File: src/rtl/if_fetch_stage.sv
// Instruction-fetch stage: owns the PC and issues one-outstanding reads to imem.
// Optional `FETCH_PERF_CNT_EN adds fetch/stall performance counters.
module if_fetch_stage #(
  parameter logic [31:0] RESET_PC = 32'h0000_0000
) (
  input  logic        Clk_40,
  input  logic        Rst_40,
  input  logic        Stall_40,
  input  logic        Redirect_40,
  input  logic [31:0] RedirectTarget_40,
  output logic        imem_req_40,
  output logic [31:0] imem_addr_40,
  input  logic        imem_ack_40,
  input  logic [31:0] imem_rdata_40,
  output logic [31:0] instruction_out_40,
  output logic [31:0] PCNow_out_40,
  output logic [31:0] PCNext4_out_40,
  output logic        Write_out_40,
`ifdef FETCH_PERF_CNT_EN
  output logic        Flush_out_40,
  output logic [31:0] FetchCount_out_40,
  output logic [31:0] StallCount_out_40
`else
  output logic        Flush_out_40
`endif
);

  typedef enum logic [1:0] {
    FETCH = 2'd0,
    HOLD  = 2'd1,
    DROP  = 2'd2
  } state_t;

  state_t      state;
  logic [31:0] pc;
  logic [31:0] hold_buf;
  logic [31:0] target;
  logic [31:0] pc_plus4;
  logic        ack_valid;
  logic        emit;
  logic [31:0] emit_data;

  assign target    = {RedirectTarget_40[31:2], 2'b00};
  assign pc_plus4  = pc + 32'd4;
  assign ack_valid = imem_req_40 && imem_ack_40;

  // An instruction reaches IF/ID either straight from memory or from the holding buffer.
  always_comb begin
    // NOTE: every always_comb output gets a default first so no latch is inferred.
    emit      = 1'b0;
    emit_data = imem_rdata_40;
    if (!Redirect_40 && !Stall_40) begin
      if (state == FETCH && ack_valid) begin
        emit = 1'b1;
      end else if (state == HOLD) begin
        emit      = 1'b1;
        emit_data = hold_buf;
      end
    end
  end

  // NOTE: sequential state uses non-blocking assignments so every register samples pre-edge values.
  always_ff @(posedge Clk_40 or posedge Rst_40) begin
    if (Rst_40) begin
      state              <= FETCH;
      pc                 <= RESET_PC;
      hold_buf           <= '0;
      imem_req_40        <= 1'b0;
      imem_addr_40       <= RESET_PC;
      instruction_out_40 <= '0;
      PCNow_out_40       <= '0;
      PCNext4_out_40     <= '0;
      Write_out_40       <= 1'b0;
      Flush_out_40       <= 1'b0;
    end else begin
      Write_out_40 <= emit;
      Flush_out_40 <= Redirect_40;
      if (emit) begin
        instruction_out_40 <= emit_data;
        PCNow_out_40       <= pc;
        PCNext4_out_40     <= pc_plus4;
        pc                 <= pc_plus4;
        imem_addr_40       <= pc_plus4;
      end
      unique case (state)
        FETCH: begin
          if (!imem_req_40) begin
            imem_req_40 <= 1'b1;
            if (Redirect_40) begin
              pc           <= target;
              imem_addr_40 <= target;
            end
          end else if (Redirect_40) begin
            pc <= target;
            // A returning ack lets the new address go out at once; otherwise wait it out.
            if (imem_ack_40) imem_addr_40 <= target;
            else             state        <= DROP;
          end else if (imem_ack_40 && Stall_40) begin
            hold_buf    <= imem_rdata_40;
            imem_req_40 <= 1'b0;
            state       <= HOLD;
          end
        end
        HOLD: begin
          if (Redirect_40) begin
            pc           <= target;
            imem_addr_40 <= target;
            imem_req_40  <= 1'b1;
            state        <= FETCH;
          end else if (!Stall_40) begin
            imem_req_40 <= 1'b1;
            state       <= FETCH;
          end
        end
        DROP: begin
          if (Redirect_40) pc <= target;
          if (ack_valid) begin
            imem_addr_40 <= Redirect_40 ? target : pc;
            state        <= FETCH;
          end
        end
        default: state <= FETCH;
      endcase
    end
  end

`ifdef FETCH_PERF_CNT_EN
  always_ff @(posedge Clk_40 or posedge Rst_40) begin
    if (Rst_40) begin
      FetchCount_out_40 <= '0;
      StallCount_out_40 <= '0;
    end else begin
      if (emit) FetchCount_out_40 <= FetchCount_out_40 + 32'd1;
      if (state == HOLD || (state == FETCH && imem_req_40 && !imem_ack_40))
        StallCount_out_40 <= StallCount_out_40 + 32'd1;
    end
  end
`endif

endmodule

File: config.mk
export PLATFORM = sky130hd
export DESIGN_NAME = if_fetch_stage
export DESIGN_NICKNAME = d
export VERILOG_FILES = /design/src/rtl/if_fetch_stage.sv
export SDC_FILE = /design/constraint.sdc
export NUM_CORES = 1
export LEC_CHECK = 0
export CAP_MARGIN = 20
export CELL_PAD_IN_SITES_DETAIL_PLACEMENT = 2
export CELL_PAD_IN_SITES_GLOBAL_PLACEMENT = 2
export CORE_ASPECT_RATIO = 1.75
export CORE_MARGIN = 4
export CORE_UTILIZATION = 31
export CTS_CLUSTER_SIZE = 8
export DETAILED_ROUTE_END_ITERATION = 10
export HOLD_SLACK_MARGIN = 0.15
export MAX_ROUTING_LAYER = met4
export PLACE_DENSITY = 0.79
export SLEW_MARGIN = 10
export SYNTH_ARGS = -nofsm -noshare
export SYNTH_HDL_FRONTEND = slang
export SYNTH_SLANG_ARGS = --single-unit
File: constraint.sdc
create_clock -name Clk_40 -period 7.9 [get_ports Clk_40]
set_clock_uncertainty 0.2 [all_clocks]
set_input_delay 1.975 -clock Clk_40 [delete_from_list [all_inputs] [get_ports Clk_40]]
set_output_delay 1.975 -clock Clk_40 [all_outputs]
set_load 0.03 [all_outputs]
==> results of run 1 <==
-- power breakdown --
group          switching, mW  internal, mW
registers              0.187          1.24
logic                  0.725         0.510
clock network          0.403         0.471
total                   1.32          2.22
-- kinds of logic after synthesis --
logic type | count (synthesis)
AOI/OAI and AO/OA | 178
xor gates and xnor gates | 50
adders and majority gates | 1
buffers and inverters | 88
DFF | 191
muxes | 63
other | 1
and+or+nand+nor | 321
-- stage by stage --
stage | hold slack (ns) | std cells | area, µm²
2_1_floorplan | 0.2792 | 896 | 8802
3_3_place_gp | 0.2595 | 1394 | 10980
3_5_place_dp | 0.2664 | 1394 | 10980
4_1_cts | 0.2844 | 1426 | 11550
5_1_grt | 0.3170 | 1428 | 11560
6_report | 0.2796 | 1429 | 11560
-- worst min-delay path: stages, from the launching register on --
cell and delay (ns):
dfrtp_1 0.35, nand2_1 0.05, nand2_1 0.05
-- registers in the layout (all words and copies together) (netlist names) --
signal,cells
hold_buf,32
imem_addr_40,32
instruction_out_40,32
PCNext4_out_40,30
PCNow_out_40,30
pc,30
state,2
Flush_out_40,1
Write_out_40,1
imem_req_40,1
-- layout make-up --
cell class | instances | area share (%)
Timing Repair Buffer | 206 | 17.55
Tap cell | 373 | 4.036
Antenna cell | 2 | 0.04328
Clock buffer | 21 | 3.809
Inverter | 8 | 0.3246
Clock inverter | 11 | 1.158
Sequential cell | 191 | 41.33
Multi-Input combinational cell | 617 | 31.75
-- per-layer routing --
metal	share of wire, %	GRT usage, %	vias to the layer above
met2	56	35.66	153
met4	2.0	6.715	0
met3	4.9	4.993	28
met1	37	20.87	3745
li1	-	-	3326
met5	0	-	-
-- path summary, 6_finish.rpt --
check,to,cells after the start
worst max-delay path,pc[25],8
worst min-delay path,PCNow_out_40[14],2
worst max register to register,pc[25],7
worst min register to register,PCNow_out_40[14],2
max in group asynchronous,PCNow_out_40[17],3
min in group asynchronous,instruction_out_40[13],2
-- cells in the mapped netlist (18+ instances only) --
library cell / n
a22oi_1: 18
buf_2: 19
clkbuf_1: 48
dfrtp_1: 191
mux2_2: 33
mux2i_1: 30
nand2_1: 178
nand3_1: 22
nor2_1: 42
nor3_1: 20
o21ai_0: 109
xnor2_1: 19
xor2_1: 31
==> out/summary.log, run 1 <==
[run_status] outcome finished clean
[place] Buffers on Ports 193
[finish] area occupied by multi-input gates 3671 µm²
[finish] fillers 2998
[drt] wire length per cell after detailed routing 20.58 µm
[sta] final-report max-slew violation count 0
[place] total half-perimeter wirelength after legalization and detailed placement 20290 µm
[yosys] post-synth top area cell dfrtp_1
[floorplan] number of placement rows 81
[sta] slew at the pin closest to its max-slew limit 1.066 ns
[finish] FF+latch area 4780 µm²
[place] worst setup timing slack at the placement stage 2.378 ns
[pwr] worst supply voltage drop on vdd 0.1503 mV
[critical_path] biggest cell delay along the critical path 0.76 ns
[floorplan] horizontal die dimension 135.3 µm
[sta] post-route worst setup slack 2.949 ns
[clock_network] clk slew on worst S/H paths 0.07 ns
[min_path] hold crit path type register to register
[grt] number of antenna violations at the first check in global routing 1
[critical_path] CP delay by family, top buffers and inverters
[sta] final-report hold violation count 0
[drt] routed vias/inst 5.075
[grt] remaining global-route overflow 0
[floorplan] number of I/O pins 200
[finish] synth-to-layout area growth 31.54%
[critical_path] largest driver fanout on the critical path 68
[grt] overall routing resource usage 19.80%
[floorplan] Die H 230.8 µm
[critical_path] critical path startpoint category input pin
[clock_network] root cell of the clock tree clkbuf_16
[yosys] compound-gate portion of the synthesized area 11.90%
[yosys] mux share of post-synthesis cell area 7.643%
[yosys] xor/xnor share of the synthesized area 4.981%
[sta] number of setup violations in the final report 0
[critical_path] CP Cell Sequence clkdlybuf4s50_1, or3_1, or2_4, buf_4, buf_4, nor4_1, xnor2_1, o21ai_2
[sta] share of the clock period used by the worst path 62.67%
[yosys] number of synthesized register bits 191
[yosys] post-synthesis area per instance 9.844 µm²
[drt] number of nets with antenna violations after routing 0
[critical_path] Required @ worst endpoint 8.01 ns
[sta] final critical-path required period 4.951 ns
[yosys] simple-gate area share of the yosys netlist 16.58%
[yosys] adder-cell share of the synthesized area 0.1423%
[finish] proportion of layout cells with a drive suffix above 1 8.254%
[yosys] most common flop cell mapped by yosys dfrtp_1
[drt] wire length after detailed routing 29410 µm
[floorplan] effective utilization at floorplan 31.43%
[yosys] post-synth cell types 50
[drt] Post-route DRC 0
[job] Max Cap Viol 0
[clock_network] number of clock sinks 191
[drt] length of the first detailed-routing pass in iterations 5
[yosys] share of synthesized area occupied by flip-flops and latches 54.37%
[place] Placer Congestion 0.7755
[yosys] share of flip-flops with an asynchronous set or reset after synthesis 100.0%
[floorplan] area of the die 31220 µm²
[sta] achievable clock frequency 202.0 MHz
[clock_network] level count of the clock H-tree 4
[clock_network] CTS buffer count 17
[clock_network] Bufs on Longest Clock Path 2
[finish] NumNets Final 1111
[pwr] P per Cell Area 305.4 nW/µm²
[sta] total negative slack for setup checks 0 ns
[clock_network] hold_buf cts 0
[yosys] Synthesis Warnings 0
[grt] wire length of the first global-routing pass 46910 µm
[critical_path] worst reg-to-reg setup slack 4.63 ns
[critical_path] reg-to-reg critical path startpoint imem_req_40
[yosys] Syn Std Cell Area 8791 µm²
[critical_path] total buffers and inverters traversed by the critical path 3
[clock_network] Skew-Pair Late Insertion Delay 0.45 ns
[sta] RSZ-0062 raised after global routing false
[sta] headroom to the max-slew limit 28.93%
[finish] most frequent standard cell in the layout excluding fill and tap cells clkdlybuf4s50_1
[yosys] top-area cell type share of the netlist area 54.37%
[drt] vias after detailed routing 7252
[yosys] most area-consuming cells after synthesis dfrtp_1 54%, nand2_1 7.6%, o21ai_0 6.2%, mux2_2 4.2%, mux2i_1 3.4%
[clock_network] number of setup buffers added after CTS 0
[grt] number of global-route vias before repair 8282
[grt] pin count of the biggest net entering global routing 136
[floorplan] Placeable Area 27970 µm²
[min_path] launch point of the worst hold path PCNow_out_40[14]
[pwr] cell leakage power 4.773 nW
[critical_path] critical path capture point type register
[yosys] number of flops mapped to enable cells by yosys 0
[critical_path] data arrival time of the critical path 5.07 ns
[drt] initial drt markers 274
[finish] core utilization of the finished layout 41.34%
[critical_path] start-to-end type of the worst setup path input pin to register
[critical_path] worst setup path startpoint Redirect_40
[critical_path] dominant cell type by count on the critical path buf_4
[yosys] largest family of logic cells by synthesized area simple AND/OR/NAND/NOR gates
[clock_network] cells resized by post-CTS repair 0
[finish] leading cell types in the layout, fill and taps excluded 193 x clkdlybuf4s50_1, 191 x dfrtp_1, 178 x nand2_1
[pwr] Power, Total 3.532 mW
[yosys] Syn Inst Count 893
[clock_network] clock tree from TritonCTS done
[critical_path] slowest stage cell on the critical path clkdlybuf4s50_1
No activity file was read; power rests on OpenSTA's default activity.
==> run 2: changes to the inputs <==
CORE_UTILIZATION = 28   (was 31)
PLACE_DENSITY = 0.75   (was 0.79)
clock period = 4.55 ns   (was 7.9 ns; I/O delays follow)
==> run 2 against run 1 <==
Against the previous run: largest power group unchanged; critical path depth shrank 1; cell area rose by 1.5%; sequential share of layout area down 0.63 points.
==> out/summary.log, run 2 (synthesized netlist as in run 1, its figures left out) <==
[run_status] outcome finished clean
[clock_network] Skew-Pair Late Insertion Delay 0.45 ns [about the same]
[place] worst setup timing slack at the placement stage 0.8017 ns [-1.576 ns]
[clock_network] clock tree from TritonCTS done
[clock_network] cells resized by post-CTS repair 0 [unchanged]
[sta] headroom to the max-slew limit 37.22% [+8.3 points]
[sta] final critical-path required period 3.280 ns
[finish] most frequent standard cell in the layout excluding fill and tap cells clkdlybuf4s50_1
[floorplan] Die H 242.4 µm [+5.0%]
[sta] achievable clock frequency 304.9 MHz
[grt] wire length of the first global-routing pass 47440 µm [+1.1%]
[drt] wire length the detailed router placed on met1 11000 µm [+1.3%]
[drt] length of the first detailed-routing pass in iterations 4 [-1]
[finish] Largest regs hold_buf x32, imem_addr_40 x32, instruction_out_40 x32
[critical_path] critical path capture point type register
[sta] final-report max-slew violation count 0 [unchanged]
[floorplan] horizontal die dimension 141.9 µm [+4.9%]
[finish] synth-to-layout area growth 33.56%
[sta] slew at the pin closest to its max-slew limit 0.9347 ns [-0.1313 ns]
[finish] NumNets Final 1127 [+1.4%]
[grt] remaining global-route overflow 0 [unchanged]
[critical_path] data arrival time of the critical path 3.41 ns [-1.66 ns]
[grt] pin count of the biggest net entering global routing 83 [-39%]
[pwr] worst supply voltage drop on vdd 0.2779 mV [+85%]
[critical_path] critical path startpoint category input pin
[critical_path] largest driver fanout on the critical path 24 [-65%]
[finish] proportion of layout cells with a drive suffix above 1 9.738% [+1.5 points]
[sta] number of setup violations in the final report 0 [unchanged]
[clock_network] number of clock sinks 191 [unchanged]
[floorplan] number of I/O pins 200 [unchanged]
[drt] number of nets with antenna violations after routing 0 [unchanged]
[sta] total negative slack for setup checks 0 ns [unchanged]
[floorplan] number of placement rows 85 [+4.9%]
[drt] top routing layer in use met4
[sta] share of the clock period used by the worst path 72.09%
[pwr] P per Cell Area 519.8 nW/µm² [+70%]
[place] instance area at placement 11170 µm² [+1.8%]
[pwr] Power, Total 6.104 mW [+73%]
[clock_network] level count of the clock H-tree 4 [unchanged]
[drt] Post-route DRC 0 [unchanged]
[finish] Post-Layout Inst Area 11740 µm² [+1.5%]
[sta] RSZ-0062 raised after global routing false
[sta] post-route worst setup slack 1.270 ns [-1.679 ns]
[drt] wire length per cell after detailed routing 20.22 µm [-1.7%]
[grt] number of global-route vias before repair 8278 [-0.048%]
[grt] number of antenna violations at the first check in global routing 2 [+1]
[grt] overall routing resource usage 18.16% [-1.6 points]
[min_path] hold crit path type register to register
[drt] routed vias/inst 4.968 [-2.1%]
[drt] routed wl met2 16250 µm [-1.8%]
[sta] final-report hold violation count 0 [unchanged]
[floorplan] effective utilization at floorplan 28.50% [-2.9 points]
[floorplan] area of the die 34410 µm² [+10%]
[job] Max Cap Viol 0 [unchanged]
[clock_network] clk slew on worst S/H paths 0.07 ns [about the same]
[clock_network] Bufs on Longest Clock Path 2 [unchanged]
[floorplan] Placeable Area 30840 µm² [+10%]
[place] Placer Congestion 0.7742 [-0.17%]
[clock_network] root cell of the clock tree clkbuf_16
[clock_network] CTS buffer count 17 [unchanged]
[finish] fillers 3329 [+11%]
[clock_network] hold_buf cts 0 [unchanged]
[finish] leading cell types in the layout, fill and taps excluded 193 x clkdlybuf4s50_1, 191 x dfrtp_1, 178 x nand2_1
[pwr] cell leakage power 4.867 nW [+2.0%]
[critical_path] Required @ worst endpoint 4.68 ns [-3.33 ns]
[drt] vias after detailed routing 7258 [+0.083%]
[critical_path] start-to-end type of the worst setup path input pin to register
[drt] met3 wire len 1627 µm [+14%]
[place] Buffers on Ports 193 [unchanged]
[drt] initial drt markers 234 [-15%]
[clock_network] number of setup buffers added after CTS 0 [unchanged]
[drt] wire length after detailed routing 29540 µm [+0.45%]
[place] total half-perimeter wirelength after legalization and detailed placement 21350 µm [+5.2%]
run 2: final cells by class:
class / instances / area [µm²] / share of cell area (%)
Inverter: 8 / 33.78 / 0.2877
Multi-Input combinational cell: 617 / 3671 / 31.27
Clock buffer: 20 / 456.7 / 3.890
Antenna cell: 2 / 5.005 / 0.04263
Clock inverter: 10 / 106.4 / 0.9058
Tap cell: 391 / 489.2 / 4.167
Sequential cell: 191 / 4780 / 40.71
Timing Repair Buffer: 222 / 2200 / 18.73
run 2: worst paths after layout:
check,startpoint,endpoint,slack (ns),cells after the start
max,Stall_40,pc[25],1.27,7
min in group asynchronous,Rst_40,PCNext4_out_40[19],1.03,2
max in group asynchronous,Rst_40,imem_addr_40[10],2.33,3
min reg2reg,PCNow_out_40[31],PCNow_out_40[31],0.28,2
max reg2reg,pc[6],imem_addr_40[23],1.68,5
min,PCNow_out_40[31],PCNow_out_40[31],0.28,2
run 2: critical path, cell delays in order:
cell,delay [ns]
clkdlybuf4s50_1,0.51
or3_1,0.40
or2_4,0.37
buf_4,0.27
nor4_1,0.45
xnor2_1,0.21
o21ai_2,0.06
run 2: layer usage:
layer	vias up	GRT usage, %
li1	3351	-
met1	3725	18.90
met2	145	32.24
met3	37	5.234
met4	0	6.497
met5	-	-
run 2: report_power, final:
part | switching (mW) | internal [mW] | total [mW]
logic | 1.25 | 0.902 | 2.15
clock network | 0.695 | 0.786 | 1.48
registers | 0.322 | 2.15 | 2.47
run 2: per-stage QoR:
stage | hold slack, ns | utilization (%) | instances
after floorplan | 0.2792 | - | 896
after global placement | 0.2607 | 36.23 | 1429
after detailed placement | 0.2678 | 36.23 | 1429
after CTS | 0.2848 | 38.05 | 1459
after global routing | 0.3031 | 38.07 | 1461
final | 0.2776 | 38.07 | 1461
